**src/rtl/reg_shift_pkg.sv**
```systemverilog
// Shared definitions for the universal shift register family.
// Mode encodings used by reg_shift_univ and anything driving its mode port.
package reg_shift_pkg;

    localparam logic [1:0] MODE_HOLD = 2'b00;
    localparam logic [1:0] MODE_SHR  = 2'b01;
    localparam logic [1:0] MODE_SHL  = 2'b10;
    localparam logic [1:0] MODE_LOAD = 2'b11;

endpackage

```
**src/rtl/reg_shift_univ_cnt_bits.sv**
```systemverilog
// cnt_bits_mod: counts shifted bits from 0 to WIDTH-1 and wraps.
// tc flags the last bit of a word so the parent can pulse word_valid.
module cnt_bits_mod #(
    parameter int WIDTH = 8,
    parameter int CW    = $clog2(WIDTH)
) (
    input  logic          clk,
    input  logic          reset,
    input  logic          clear,
    input  logic          inc,
    output logic [CW-1:0] count,
    output logic          tc
);

    assign tc = (count == CW'(WIDTH - 1));

    // Bit counter: clear wins over inc; explicit wrap so non-power-of-two widths work
    always_ff @(posedge clk or posedge reset) begin
        if (reset) begin
            count <= '0;
        end else if (clear) begin
            count <= '0;
        end else if (inc) begin
            count <= tc ? '0 : count + CW'(1);
        end
    end

endmodule

```
**src/rtl/reg_shift_univ.sv**
```systemverilog
// reg_shift_univ: parametrised universal shift register (hold, shift right,
// shift left, parallel load) with synchronous clear and a word counter that
// pulses word_valid after every WIDTH counted shifts.
// Optional feature: define REG_SHIFT_PARITY_EN to add the parity output
// (XOR reduction of the register contents).
module reg_shift_univ
    import reg_shift_pkg::*;
#(
    parameter int WIDTH = 8
) (
    input  logic             clk,
    input  logic             reset,
    input  logic             clear,
    input  logic             enable,
    input  logic [1:0]       mode,
    input  logic             entrada,
    input  logic [WIDTH-1:0] par_in,
    output logic [WIDTH-1:0] salida,
    output logic             serial_out,
`ifdef REG_SHIFT_PARITY_EN
    output logic             parity,
`endif
    output logic             word_valid
);

    localparam int CW = $clog2(WIDTH);

    logic [WIDTH-1:0] q;
    logic [CW-1:0]    count;
    logic             tc;
    logic             do_shift;
    logic             cnt_clear;

    // Only enabled shifts count; loads restart the word just like clear does
    assign do_shift  = !clear && enable && ((mode == MODE_SHR) || (mode == MODE_SHL));
    assign cnt_clear = clear || (enable && (mode == MODE_LOAD));

    cnt_bits_mod #(
        .WIDTH (WIDTH),
        .CW    (CW)
    ) u_cnt (
        .clk   (clk),
        .reset (reset),
        .clear (cnt_clear),
        .inc   (do_shift),
        .count (count),
        .tc    (tc)
    );

    // Data register and word_valid pulse: clear beats enable, enable beats mode
    always_ff @(posedge clk or posedge reset) begin
        if (reset) begin
            q          <= '0;
            word_valid <= 1'b0;
        end else if (clear) begin
            q          <= '0;
            word_valid <= 1'b0;
        end else if (!enable) begin
            word_valid <= 1'b0;
        end else begin
            case (mode)
                MODE_SHR: begin
                    q          <= {entrada, q[WIDTH-1:1]};
                    word_valid <= tc;
                end
                MODE_SHL: begin
                    q          <= {q[WIDTH-2:0], entrada};
                    word_valid <= tc;
                end
                MODE_LOAD: begin
                    q          <= par_in;
                    word_valid <= 1'b0;
                end
                default: begin
                    word_valid <= 1'b0;
                end
            endcase
        end
    end

    assign salida     = q;
    assign serial_out = (mode == MODE_SHL) ? q[WIDTH-1] : q[0];

`ifdef REG_SHIFT_PARITY_EN
    assign parity = ^q;
`endif

endmodule

```
**config.mk**
```make
export PLATFORM = sky130hd
export DESIGN_NAME = reg_shift_univ
export DESIGN_NICKNAME = d
export VERILOG_FILES = /design/src/rtl/reg_shift_pkg.sv /design/src/rtl/reg_shift_univ_cnt_bits.sv /design/src/rtl/reg_shift_univ.sv
export SDC_FILE = /design/constraint.sdc
export NUM_CORES = 1
export LEC_CHECK = 0
export BUFFER_PORTS_ARGS = -buffer_cell sky130_fd_sc_hd__buf_4
export CORE_MARGIN = 5
export CORE_UTILIZATION = 40
export DETAILED_ROUTE_END_ITERATION = 7
export HOLD_SLACK_MARGIN = 0.15
export PLACE_DENSITY = 0.67
export SYNTH_ARGS = -nofsm -noshare
export SYNTH_HDL_FRONTEND = slang
export SYNTH_SLANG_ARGS = --single-unit
```
**constraint.sdc**
```tcl
create_clock -name clk -period 1.8 [get_ports clk]
set_input_delay 0 -clock clk [delete_from_list [all_inputs] [get_ports clk]]
set_output_delay 0 -clock clk [all_outputs]
set_load 0.05 [all_outputs]
```
After elaboration in Yosys (flattened, before gate mapping)
Cells that the tools add are included.

word-level totals
  input port bits = 15
  bits in latches = 0
  RAM bits = 0
  bits in read-only memories = 0
  logic and storage cells = 29
  memories = 0
  output and inout port bits = 10
  register bits after elaboration = 12

operators by class
  order comparisons = 0
  shift-type cells = 0
  bitwise logic cells = 0
  eq/ne operators = 4
  multiply operators = 0
  multiplexer cells = 10
  reduce and logical (&&, ||, !) cells = 11
  $add $sub $neg = 1
  div/mod/pow operators = 0

operators with widths
  operator             number
  $pmux 8 s3           1
  $mux 8               2
  $mux 3               3
  $eq 2x2->1 const B   2
  $mux 1               4
  $reduce_bool 2->1    2
  $reduce_bool 4->1    1
  $add 3x1->3 const B  1
  $eq 3x3->1 const B   1
  $logic_and 1x1->1    3
  $eq 2x1->1 const B   1
  $logic_or 1x1->1     2
  $reduce_and 2->1     1
  $reduce_or 2->1      1
  $logic_not 1->1      1

Longest topological paths before layout
Gate-level depths: netlist of the first run.

  depth after elaboration = 5
  depth in mapped cells = 6
  gate-level depth less buffers = 5

Cells and area by module
Synthesis of the first run repeated with hierarchy kept, for this count alone.

unflattened totals
  cells, all modules = 64
  area, all modules = 691.9 µm²

modules (own cells, without submodules)
  module          times used  area each (µm²)  seq. area each (µm²)  cells each
  reg_shift_univ  1           536.8            225.2                 51
  cnt_bits_mod    1           155.1            75.1                  13

Least setup slack after synthesis of the first run
No wires, ideal clock.

  path kind = reg2reg
  start point = register u_cnt.count[0]
  end point = register u_cnt.count[0]
  slack = 0.457 ns
  period minus slack after synthesis = 1.343 ns
  path buffers = 0
  data required time = 1.704 ns
  stages on the path, launching flop included = 6
  setup time = 0.096 ns
  arrival time = 1.247 ns
  path through = dfrtp_1 > ha_1 > ha_1 > nor4b_1 > a21oi_1 > o31ai_1

between the ends
  word-level cells in the longest chain between the ends = 4
  elaborated cells on any way between the ends = 5
  those cells by class = add/sub: 1; eq/ne: 1; mux: 3

RTL lines
  element                                           line                                                          source
  start: declaration                                reg_shift_univ_cnt_bits.sv:11                                 output logic [CW-1:0] count,
  start signal: assignment                          reg_shift_univ_cnt_bits.sv:24                                 count <= tc ? '0 : count + CW'(1);
  $add 3x1->3 / $eq 3x3->1 (equally long branches)  reg_shift_univ_cnt_bits.sv:24, reg_shift_univ_cnt_bits.sv:15
  $mux 3 *                                          reg_shift_univ_cnt_bits.sv:24
  $mux 3 *                                          reg_shift_univ_cnt_bits.sv:23                                 end else if (inc) begin
  $mux 3 *                                          reg_shift_univ_cnt_bits.sv:21                                 end else if (clear) begin

Every way passes the cells marked *; elsewhere a longest branch is shown, timed or not. The select of a mux whose other input is x is not followed.
A chain may end at the register's enable or synchronous reset.

Worst setup path in the final report of the first run
  start point = input mode[1]
  end point = register q[1] (netlist: salida[1])

between the ends
  word-level cells in the longest chain between the ends = 4
  elaborated cells on any way between the ends = 8
  those cells by class = eq/ne: 3; mux: 3; reduce/logical: 2

RTL lines
  element                                          line                  source
  start: declaration                               reg_shift_univ.sv:15  input logic [1:0] mode,
  $eq 2x2->1 / $eq 2x1->1 (equally long branches)  reg_shift_univ.sv:61  case (mode)
  $pmux 8 s3                                       reg_shift_univ.sv:61
  $mux 8                                           reg_shift_univ.sv:58  end else if (!enable) begin
  $mux 8                                           reg_shift_univ.sv:55  end else if (clear) begin
  end signal: assignment                           reg_shift_univ.sv:63  q <= {entrada, q[WIDTH-1:1]};
  end signal: assignment                           reg_shift_univ.sv:67  q <= {q[WIDTH-2:0], entrada};
  end signal: assignment                           reg_shift_univ.sv:71  q <= par_in;
  end: declaration                                 reg_shift_univ.sv:28  logic [WIDTH-1:0] q;

Several ways; a longest one is shown, not always the timed one. The select of a mux whose other input is x is not followed.

==> out/qor.yml, run 1 <==
synth:
  avgSynthCellArea_sq_um: 10.5
  synth_nets: 86
  syn_inst: 66
  seq_area_frac_synth_pct: 43.2
  syn_area_sq_um: 694
  yosys.cell_types.count: 19
  ys_warn_count: 0
  ys_ff_latch: 12
worst_setup_path:
  r2r-start: "u_cnt.count[0]$_DFFE_PP0P_"
  max_stage_delay_ps: 540
  rrSetupSlack_ps: 350
  arrival_ps: 1800
  cp.depth: 7
  r2r_end: "u_cnt.count[0]$_DFFE_PP0P_"
  crit_family: "buffers and inverters"
  worstSetupPathType: "primary input to flop"
  r2r_cells: 5
  path_max_fanout: 9
  crit_top_cell: "buf_4"
  cp_num_buf_inv: 3
  crit_required_ps: 1990
  startpoint: "mode[1]"
  worst_setup_path_start_kind: "primary input"
  cp-endpoint: "salida[1]$_DFFE_PP0P_"
  crit_chain: "dlygate4sd3_1, buf_4, ha_1, buf_4, nor2_1, a21oi_1, o2bb2ai_1"
  end_kind: "flop"
  slowest_stage: "dlygate4sd3_1"
sta:
  fin_crit_sh_pct: 89.7
  holdWs_ps: 149
  rsz0062_at_grt: "false"
  period_needed_ps: 1610
  fmax_mhz: 619
  drv_slew: 0
  fin_skew_ps: 1.15
  layout_setup_ws_ps: 185
  fin_setup_tns_ps: 0
  worst_pin_slew_ps: 493
  max_slew_margin_pct: 67.0
  hold_viol: 0
  setup_viol: 0
grt:
  track_usage_pct: 15.0
  grt_pass1_vias: 716
  grt_max_degree: 13
  overflow: 0
  antenna_found_initial: 0
  grt_pass1_wl_um: 3050
route:
  dr_wl_met3_um: 86
  drtIter0Drc: 14
  routed_wl_um: 1760
  drc: 0
  drtPass1Iterations: 4
  met1Wirelength_um: 781
  vias_per_cell: 5.38
  top_layer: "met4"
  ant_nets: 0
  met2WireLength_um: 882
  wl_per_cell_um: 14.3
  num_vias: 662
clocking:
  cts_setup_buffers: 0
  cts_resized: 0
  clock_path_buffers: 2
  holdBufCountCts: 12
  cts-root-buf: "clkbuf_4"
  htree_levels: 1
  cts_buffers: 3
  clock-sinks: 12
  cts.reportedPaths.clkPinSlew_ps: 80
  cts_tree: "yes"
  clk_latency_ps: 270
placed_design:
  hpwl_um: 1260
  place.gp.congestion: 0.719
  pre_cts_ws_ps: 355
  placed_area_sq_um: 902
  place.port_buffers: 24
layout:
  fin_nets: 127
  drive_gt1_share_pct: 31.1
  n_antenna_cell: 0
  final_common_cell: "buf_4"
  areaGrowthSynthToFinish_pct: 52.4
  design_area_sq_mm: 0.00106
  final_cell_mix: "26 x buf_4, 12 x dlygate4sd3_1, 12 x dfrtp_1, 11 x a21oi_1"
pwr:
  ir_drop_mv: 0.473
  total_leakage_power_uw: 0.000515
  cellPowerDensity_mw_per_mm2: 627
worst_hold_path:
  hold_path.class: "primary input to flop"
  hold_depth: 4
die:
  start_util_pct: 41.1
  dieWidth_um: 51.7
  fp.coreArea_sq_mm: 0.00169
  die_y_um: 51.7
  boundaryPins: 25
  rows: 15
  dieArea_sq_mm: 0.00267
outcome:
  outcome: "finished clean"
run:
  cap_violations: 0
## how the worst min path moves through the flow
stage               slack (ps)                    endpoint      start
global route               180  u_cnt.count[0]$_DFFE_PP0P_    mode[0]
global placement            50        word_valid$_DFF_PP0_      reset
floorplan                 -140       salida[0]$_DFFE_PP0P_      reset
CTS                        150       salida[1]$_DFFE_PP0P_  par_in[1]
detailed placement          50        word_valid$_DFF_PP0_      reset
finish                     150       salida[1]$_DFFE_PP0P_  par_in[1]
## Yosys cell counts
master,count,area [sq um]
dfrtp_1,12,300
a21oi_1,11,55.1
a22o_1,8,70.1
o2bb2ai_1,8,70.1
ha_1,5,62.6
inv_1,5,18.8
nand2_1,2,7.51
nand3_1,2,10.0
nor4b_1,2,17.5
o21ai_0,2,10.0
a21oi_4,1,16.3
buf_2,1,5.00
clkbuf_1,1,3.75
mux2_2,1,11.3
nor2_1,1,3.75
nor2b_1,1,6.26
nor3b_1,1,7.51
o31ai_1,1,7.51
or3_4,1,11.3
## report_power, final
part / switching [uW] / internal, uW / leakage, uW / total [uW]
Sequential: 8.81 / 278 / 0.000166 / 287
Combinational: 87.1 / 76.9 / 0.000328 / 164
Clock: 89.9 / 123 / 0.0000210 / 213
Total: 186 / 478 / 0.000515 / 664
## stage by stage
stage	power, uW	std cells	utilization (%)
after global placement	434	107	53.4
after detailed placement	436	107	53.4
final	664	123	62.7
after floorplan	378	66	-
after CTS	672	123	62.7
after global routing	708	123	62.7
## state kept, by name, summed over array words and instances (netlist names)
register,flops
word_valid,1
u_cnt.count,3
salida,8
## cells by family (layout without fill, tap and decap cells)
kind of cell             count (synthesis)  after routing  share of synthesized area [%]
AO/OA/AOI/OAI                           31             31                           33.0
flip-flops                              12             12                           43.2
AND/OR/NAND/NOR                         10             10                           9.19
buffers and inverters                    7             47                           3.96
adder cells (fa/ha/maj)                  5              5                           9.01
multiplexers                             1              1                           1.62
## area by class of cell
| type | instances | area, sq um |
|---|---|---|
| Fill cell | 146 | 631 |
| Multi-Input combinational cell | 47 | 367 |
| Timing Repair Buffer | 38 | 315 |
| Sequential cell | 12 | 300 |
| Clock buffer | 4 | 36.3 |
| Tap cell | 17 | 21.3 |
| Inverter | 5 | 18.8 |
## metal layers
layer,vias up,global-route usage [%]
met1,308,18.8
met5,-,0
met2,19,25.4
li1,333,-
met4,0,5.24
met3,2,2.87
## worst register-to-register path: stages (launching register included)
cell	delay, ps
dfrtp_1	410
ha_1	210
ha_1	190
nor4b_1	290
a21oi_1	70
o31ai_1	190
No activity file was read; power rests on OpenSTA's default activity.
==> run 2, diff against run 1 <==
Settings changed: ABC_AREA set to 1, CTS_CLUSTER_DIAMETER set to 30, PLACE_DENSITY 0.67 to 0.65.
==> run 2 against run 1 <==
Against the previous run: wire length increased by 14%; clock power decreased by 24%; fmax decreased by 0.41%; worst setup slack got worse by 6.6 ps; combinational power increased by 12%; sequential share of layout area decreased by 2.2 points; first-iteration DRC count increased by 21%; synthesized area increased by 13%; clock-buffer cell count decreased by 1; via count increased by 18%; non-clock buffer count increased by 1.
==> out/qor.yml, run 2 <==
synth:
  ys_top_cells_by_area: "dfrtp_1 38%, nand2_1 28%, ha_1 8.0%"
  synth_edf_count: 0  # unchanged
  synth_top_cell_area_share_pct: 38.3  # -5.0 points
  avgSynthCellArea_sq_um: 7.47  # -29%
  seq_area_frac_synth_pct: 38.3  # -5.0 points
  yosys-top-cells-count: "58 x nand2_1, 12 x dfrtp_1, 8 x nand3_1, 7 x inv_1, 5 x ha_1"
  syn_area_sq_um: 785  # +13%
  post-synth-top-count-cell: "nand2_1"
  syn_inst: 105  # +59%
  synth_top_cell_by_area: "dfrtp_1"
  yosys.cell_types.count: 14  # -5
  ys_warn_count: 0  # unchanged
  async_flop_share_pct: 100  # unchanged
  synth_flop_cell: "dfrtp_1"
  ys_ff_latch: 12  # unchanged
  synth_nets: 125  # +45%
grt:
  antenna_found_initial: 0  # unchanged
  grt_pass1_vias: 766  # +7.0%
  track_usage_pct: 15.4  # +0.45 points
  grt_max_degree: 13  # unchanged
  grt_pass1_wl_um: 3270  # +7.2%
  overflow: 0  # unchanged
pwr:
  switchingPower_uw: 198  # +6.5%
  clock_power_share_pct: 25.5  # -6.6 points
  combinationalPowerShare_pct: 29.0  # +4.3 points
  ir_drop_mv: 0.353  # -25%
  total_leakage_power_uw: 0.000629  # +22%
  swShare_pct: 31.2  # +3.2 points
  internal_power_uw: 437  # -8.6%
  sequentialPowerShare_pct: 45.5  # +2.3 points
  cellPowerDensity_mw_per_mm2: 554  # -12%
worst_setup_path:
  path_max_fanout: 10  # +1
  crit_chain: "buf_4, inv_1, ha_1, nor2_8, nand2_4, nand2_2, nor2_4, dlygate4sd3_1, nand2_1, nand2_1"
  worstSetupPathType: "primary input to flop"
  rrSetupSlack_ps: 450  # +100 ps
  r2r-start: "salida[6]$_DFFE_PP0P_"
  end_kind: "flop"
  slowest_stage: "dlygate4sd3_1"
  startpoint: "mode[0]"
  cp.depth: 10  # +3
  r2r_cells: 5  # unchanged
  cp_num_buf_inv: 3  # unchanged
  crit_top_cell: "nand2_1"
  crit_family: "buffers and inverters"
  arrival_ps: 1830  # +30 ps
  worst_setup_path_start_kind: "primary input"
  crit_required_ps: 2010  # +20 ps
  cp-endpoint: "salida[7]$_DFFE_PP0P_"
  r2r_end: "salida[7]$_DFFE_PP0P_"
  max_stage_delay_ps: 730  # +190 ps
die:
  rows: 16  # +1
  dieWidth_um: 54.3  # +5.1%
  fp.coreArea_sq_mm: 0.00192  # +14%
  die_y_um: 54.3  # +5.1%
  boundaryPins: 25  # unchanged
  dieArea_sq_mm: 0.00295  # +10%
  start_util_pct: 40.8  # -0.29 points
sta:
  setup_viol: 0  # unchanged
  fin_crit_sh_pct: 90.1  # +0.36 points
  worst_pin_slew_ps: 493  # +0.507 ps
  layout_setup_ws_ps: 178  # -6.57 ps
  holdWs_ps: 177  # +28.3 ps
  rsz0062_at_grt: "false"
  fin_skew_ps: 7.89  # +6.74 ps
  fin_setup_tns_ps: 0  # unchanged
  fmax_mhz: 617  # -0.41%
  max_slew_margin_pct: 67.1  # about the same
  hold_viol: 0  # unchanged
  period_needed_ps: 1620  # +6.57 ps
  drv_slew: 0  # unchanged
run:
  cap_violations: 0  # unchanged
clocking:
  cts_buffers: 3  # unchanged
  cts_tree: "yes"
  htree_levels: 1  # unchanged
  cts_setup_buffers: 0  # unchanged
  clock_path_buffers: 2  # unchanged
  clk_latency_ps: 270  # about the same
  clock-sinks: 12  # unchanged
  cts-root-buf: "clkbuf_4"
  cts_resized: 0  # unchanged
  holdBufCountCts: 14  # +2
  cts.reportedPaths.clkPinSlew_ps: 80  # about the same
route:
  drtPass1Iterations: 4  # unchanged
  ant_nets: 0  # unchanged
  num_vias: 781  # +18%
  routed_wl_um: 2010  # +14%
  vias_per_cell: 4.54  # -16%
  wl_per_cell_um: 11.7  # -18%
  drtIter0Drc: 17  # +3
  drc: 0  # unchanged
layout:
  design_area_sq_mm: 0.00115  # +8.3%
  seqCellArea_sq_um: 300  # unchanged
  n_antenna_cell: 0  # unchanged
  largest_reg_flops: 8  # unchanged
  final_cell_mix: "58 x nand2_1, 25 x buf_4, 14 x dlygate4sd3_1, 12 x dfrtp_1, 8 x nand3_1"
  areaGrowthSynthToFinish_pct: 46.1
  multi_input_area_sq_um: 435  # +19%
  fillers: 202  # +38%
  drive_gt1_share_pct: 24.1  # -7.0 points
  fin_nets: 167  # +31%
  final_common_cell: "nand2_1"
outcome:
  outcome: "finished clean"
placed_design:
  pre_cts_ws_ps: 563  # +208 ps
  placed_area_sq_um: 983  # +9.0%
  place.gp.congestion: 0.823  # +14%
  hpwl_um: 1450  # +15%
  place.port_buffers: 24  # unchanged
worst_hold_path:
  hold_path.class: "primary input to flop"
run 2: cells by family (layout without fill, tap and decap cells):
group	Yosys count	in the layout	synth area share, %
simple gates	75	75	44.2
flops	12	12	38.3
buf+inv	9	49	6.22
fa+ha+maj	5	5	7.97
compound gates	3	3	1.91
mux	1	1	1.44
run 2: cell type report:
cell class                 count  share of cell area, %
tap                           27                   2.95
clock buffer                   3                   1.97
multi-input combinational     84                   38.0
sequential                    12                   26.2
timing repair buffer          39                   28.6
inverter                       7                   2.29
run 2: per-stage QoR:
| stage | util (%) | std cells | power (uW) |
|---|---|---|---|
| finish | 59.6 | 172 | 635 |
| global route | 59.6 | 172 | 673 |
| CTS | 59.6 | 172 | 642 |
| detailed placement | 51.2 | 155 | 451 |
| global placement | 51.2 | 155 | 449 |
| floorplan | - | 105 | 396 |
run 2: how the worst min path moves through the flow:
stage,from,end,depth (start not counted)
floorplan,reset,salida[0]$_DFFE_PP0P_,1
global placement,reset,word_valid$_DFF_PP0_,2
detailed placement,reset,u_cnt.count[1]$_DFFE_PP0P_,2
CTS,mode[1],u_cnt.count[2]$_DFFE_PP0P_,5
global route,mode[1],u_cnt.count[2]$_DFFE_PP0P_,5
finish,mode[1],u_cnt.count[2]$_DFFE_PP0P_,5
run 2: metal layers:
layer / vias up / part of all wire [%] / wire (um) / global-route usage (%)
li1: 405 / - / - / -
met1: 353 / 37 / 750 / 15.6
met2: 21 / 56 / 1130 / 29.1
met3: 2 / 5.9 / 119 / 5.72
met4: 0 / 0.60 / 12 / 4.15
met5: - / 0 / 0 / 0
run 2: tightest hold or removal path, stage by stage:
cell	delay, ps
buf_4	90
ha_1	110
nor2_1	70
nand2_1	60
a21oi_1	60
run 2: power groups by stage:
stage | Sequential (uW) | Clock, uW | Combinational, uW
2_1_floorplan | 316 | 0 | 80.1
3_3_place_gp | 294 | 0 | 155
3_5_place_dp | 294 | 0 | 157
4_1_cts | 289 | 169 | 184
5_1_grt | 291 | 183 | 200
6_report | 289 | 162 | 184
==> run 3, diff against run 2 <==
==> constraint.sdc (replaced) <==
create_clock -name clk -period 1.8 [get_ports clk]
set_input_delay 0.18 -clock clk [delete_from_list [all_inputs] [get_ports clk]]
set_output_delay 0.18 -clock clk [all_outputs]
set_load 0.05 [all_outputs]
==> run 3 against run 2 <==
Against the previous run: non-clock buffer count decreased by 13; via count decreased by 6.9%; flip-flop and latch count unchanged.
==> out/qor.yml, run 3 (synthesis gave the netlist of run 2 again) <==
outcome:
  outcome: "finished clean"
worst_setup_path:
  cp_num_buf_inv: 1  # -2
  startpoint: "salida[0]$_DFFE_PP0P_"
  r2r-start: "u_cnt.count[0]$_DFFE_PP0P_"
  crit_required_ps: 1620  # -390 ps
  r2r_cells: 5  # unchanged
  end_kind: "output port"
  crit_family: "flip-flops"
  worst_setup_path_start_kind: "flop"
  slowest_stage: "dfrtp_1"
  max_stage_delay_ps: 420  # -310 ps
  cp.depth: 2  # -8
  path_max_fanout: 4  # -6
  arrival_ps: 1150  # -680 ps
  crit_chain: "mux2_2, buf_4"
  worstSetupPathType: "flop to output port"
sta:
  drv_slew: 0  # unchanged
  worst_pin_slew_ps: 486  # -7.69 ps
  setup_viol: 0  # unchanged
  period_needed_ps: 1330  # -292 ps
  layout_setup_ws_ps: 471  # +292 ps
  holdWs_ps: 182  # +4.32 ps
  hold_viol: 0  # unchanged
  fin_crit_sh_pct: 73.8  # -16 points
  fin_skew_ps: 0.336  # -7.56 ps
  fmax_mhz: 752  # +22%
  rsz0062_at_grt: "false"
  fin_setup_tns_ps: 0  # unchanged
  max_slew_margin_pct: 67.6  # +0.55 points
route:
  met1Wirelength_um: 754  # +0.53%
  ant_nets: 0  # unchanged
  routed_wl_um: 1880  # -6.4%
  vias_per_cell: 4.54  # about the same
  wl_per_cell_um: 11.8  # +0.65%
  met2WireLength_um: 982  # -13%
  top_layer: "met4"
  drc: 0  # unchanged
  num_vias: 727  # -6.9%
  drtIter0Drc: 13  # -4
  drtPass1Iterations: 6  # +2
  dr_wl_met3_um: 130  # +9.2%
layout:
  fin_nets: 154  # -7.8%
  drive_gt1_share_pct: 27.1  # +2.9 points
  final_common_cell: "nand2_1"
  areaGrowthSynthToFinish_pct: 31.3
  n_antenna_cell: 0  # unchanged
  largest_reg_flops: 8  # unchanged
  final_cell_mix: "58 x nand2_1, 25 x buf_4, 12 x dfrtp_1, 8 x nand3_1, 7 x inv_1"
  fillers: 195  # -3.5%
pwr:
  swShare_pct: 30.1  # -1.1 points
  sequentialPowerShare_pct: 43.7  # -1.8 points
  total_leakage_power_uw: 0.000578  # -8.1%
  combinationalPowerShare_pct: 23.9  # -5.1 points
  switchingPower_uw: 199  # +0.37%
  clock_power_share_pct: 32.3  # +6.8 points
  cellPowerDensity_mw_per_mm2: 642  # +16%
  internal_power_uw: 462  # +5.8%
  ir_drop_mv: 0.323  # -8.4%
clocking:
  clk_latency_ps: 270  # about the same
  cts-root-buf: "clkbuf_4"
  cts_tree: "yes"
  cts_buffers: 3  # unchanged
  holdBufCountCts: 1  # -13
  clock-sinks: 12  # unchanged
  clock_path_buffers: 2  # unchanged
  cts_resized: 0  # unchanged
  cts_setup_buffers: 0  # unchanged
  htree_levels: 1  # unchanged
  cts.reportedPaths.clkPinSlew_ps: 70  # about the same
placed_design:
  place.gp.congestion: 0.804  # -2.3%
  place.port_buffers: 24  # unchanged
  pre_cts_ws_ps: 417  # -146 ps
  hpwl_um: 1470  # +1.3%
die:
  fp.coreArea_sq_mm: 0.00192  # unchanged
  rows: 16  # unchanged
  boundaryPins: 25  # unchanged
  dieWidth_um: 54.3  # unchanged
  start_util_pct: 40.8  # unchanged
  die_y_um: 54.3  # unchanged
  dieArea_sq_mm: 0.00295  # unchanged
worst_hold_path:
  holdCritStartpoint: "clear"
  hold_path.class: "primary input to flop"
  hold_depth: 4  # -1
grt:
  antenna_found_initial: 0  # unchanged
  overflow: 0  # unchanged
  grt_pass1_wl_um: 3190  # -2.3%
  grt_pass1_vias: 736  # -3.9%
  track_usage_pct: 15.5  # +0.062 points
  grt_max_degree: 13  # unchanged
run:
  cap_violations: 0  # unchanged
-- run 3: changes by cell type in the layout (fill, tap and decap cells not counted), sizes merged --
cell	delta
clkbuf	+1
dlygate4sd3	-13
-- run 3: worst register-to-register path, stage by stage, from the launching register on --
cell	delay (ps)
dfrtp_1	410
ha_1	220
ha_1	200
nor2_1	90
nand2_1	60
a21oi_1	140
-- run 3: layout make-up --
class	instances	area, sq um	share of cell area (%)
tap	27	33.8	3.28
sequential	12	300	29.2
timing repair buffer	26	198	19.2
clock buffer	4	36.3	3.52
inverter	7	26.3	2.55
multi-input combinational	84	435	42.3
-- run 3: routing by layer --
metal  track usage [%]  up-vias
li1                  -      381
met1              16.8      325
met2              27.1       19
met3              5.72        2
met4              5.81        0
met5                 0        -
-- run 3: final timing paths --
kind / end / slack, ps
worst max-delay path: serial_out / 470
worst min-delay path: salida[2]$_DFFE_PP0P_ / 180
worst max register to register: u_cnt.count[0]$_DFFE_PP0P_ / 610
worst min register to register: u_cnt.count[1]$_DFFE_PP0P_ / 540
max in group asynchronous: salida[4]$_DFFE_PP0P_ / 1010
min in group asynchronous: salida[0]$_DFFE_PP0P_ / 480
-- run 3: power groups by stage --
stage / Sequential [uW] / Clock (uW) / Combinational, uW
2_1_floorplan: 316 / 0 / 80.1
5_1_grt: 291 / 232 / 176
4_1_cts: 289 / 224 / 160
3_3_place_gp: 294 / 0 / 155
3_5_place_dp: 294 / 0 / 158
6_report: 289 / 214 / 158
-- run 3: through the flow --
step / instances / area, sq um / util [%] / power, uW
after floorplan: 105 / 785 / - / 396
after global placement: 155 / 983 / 51.2 / 450
after detailed placement: 155 / 983 / 51.2 / 452
after CTS: 160 / 1030 / 53.6 / 672
after global routing: 160 / 1030 / 53.6 / 698
final: 160 / 1030 / 53.6 / 661
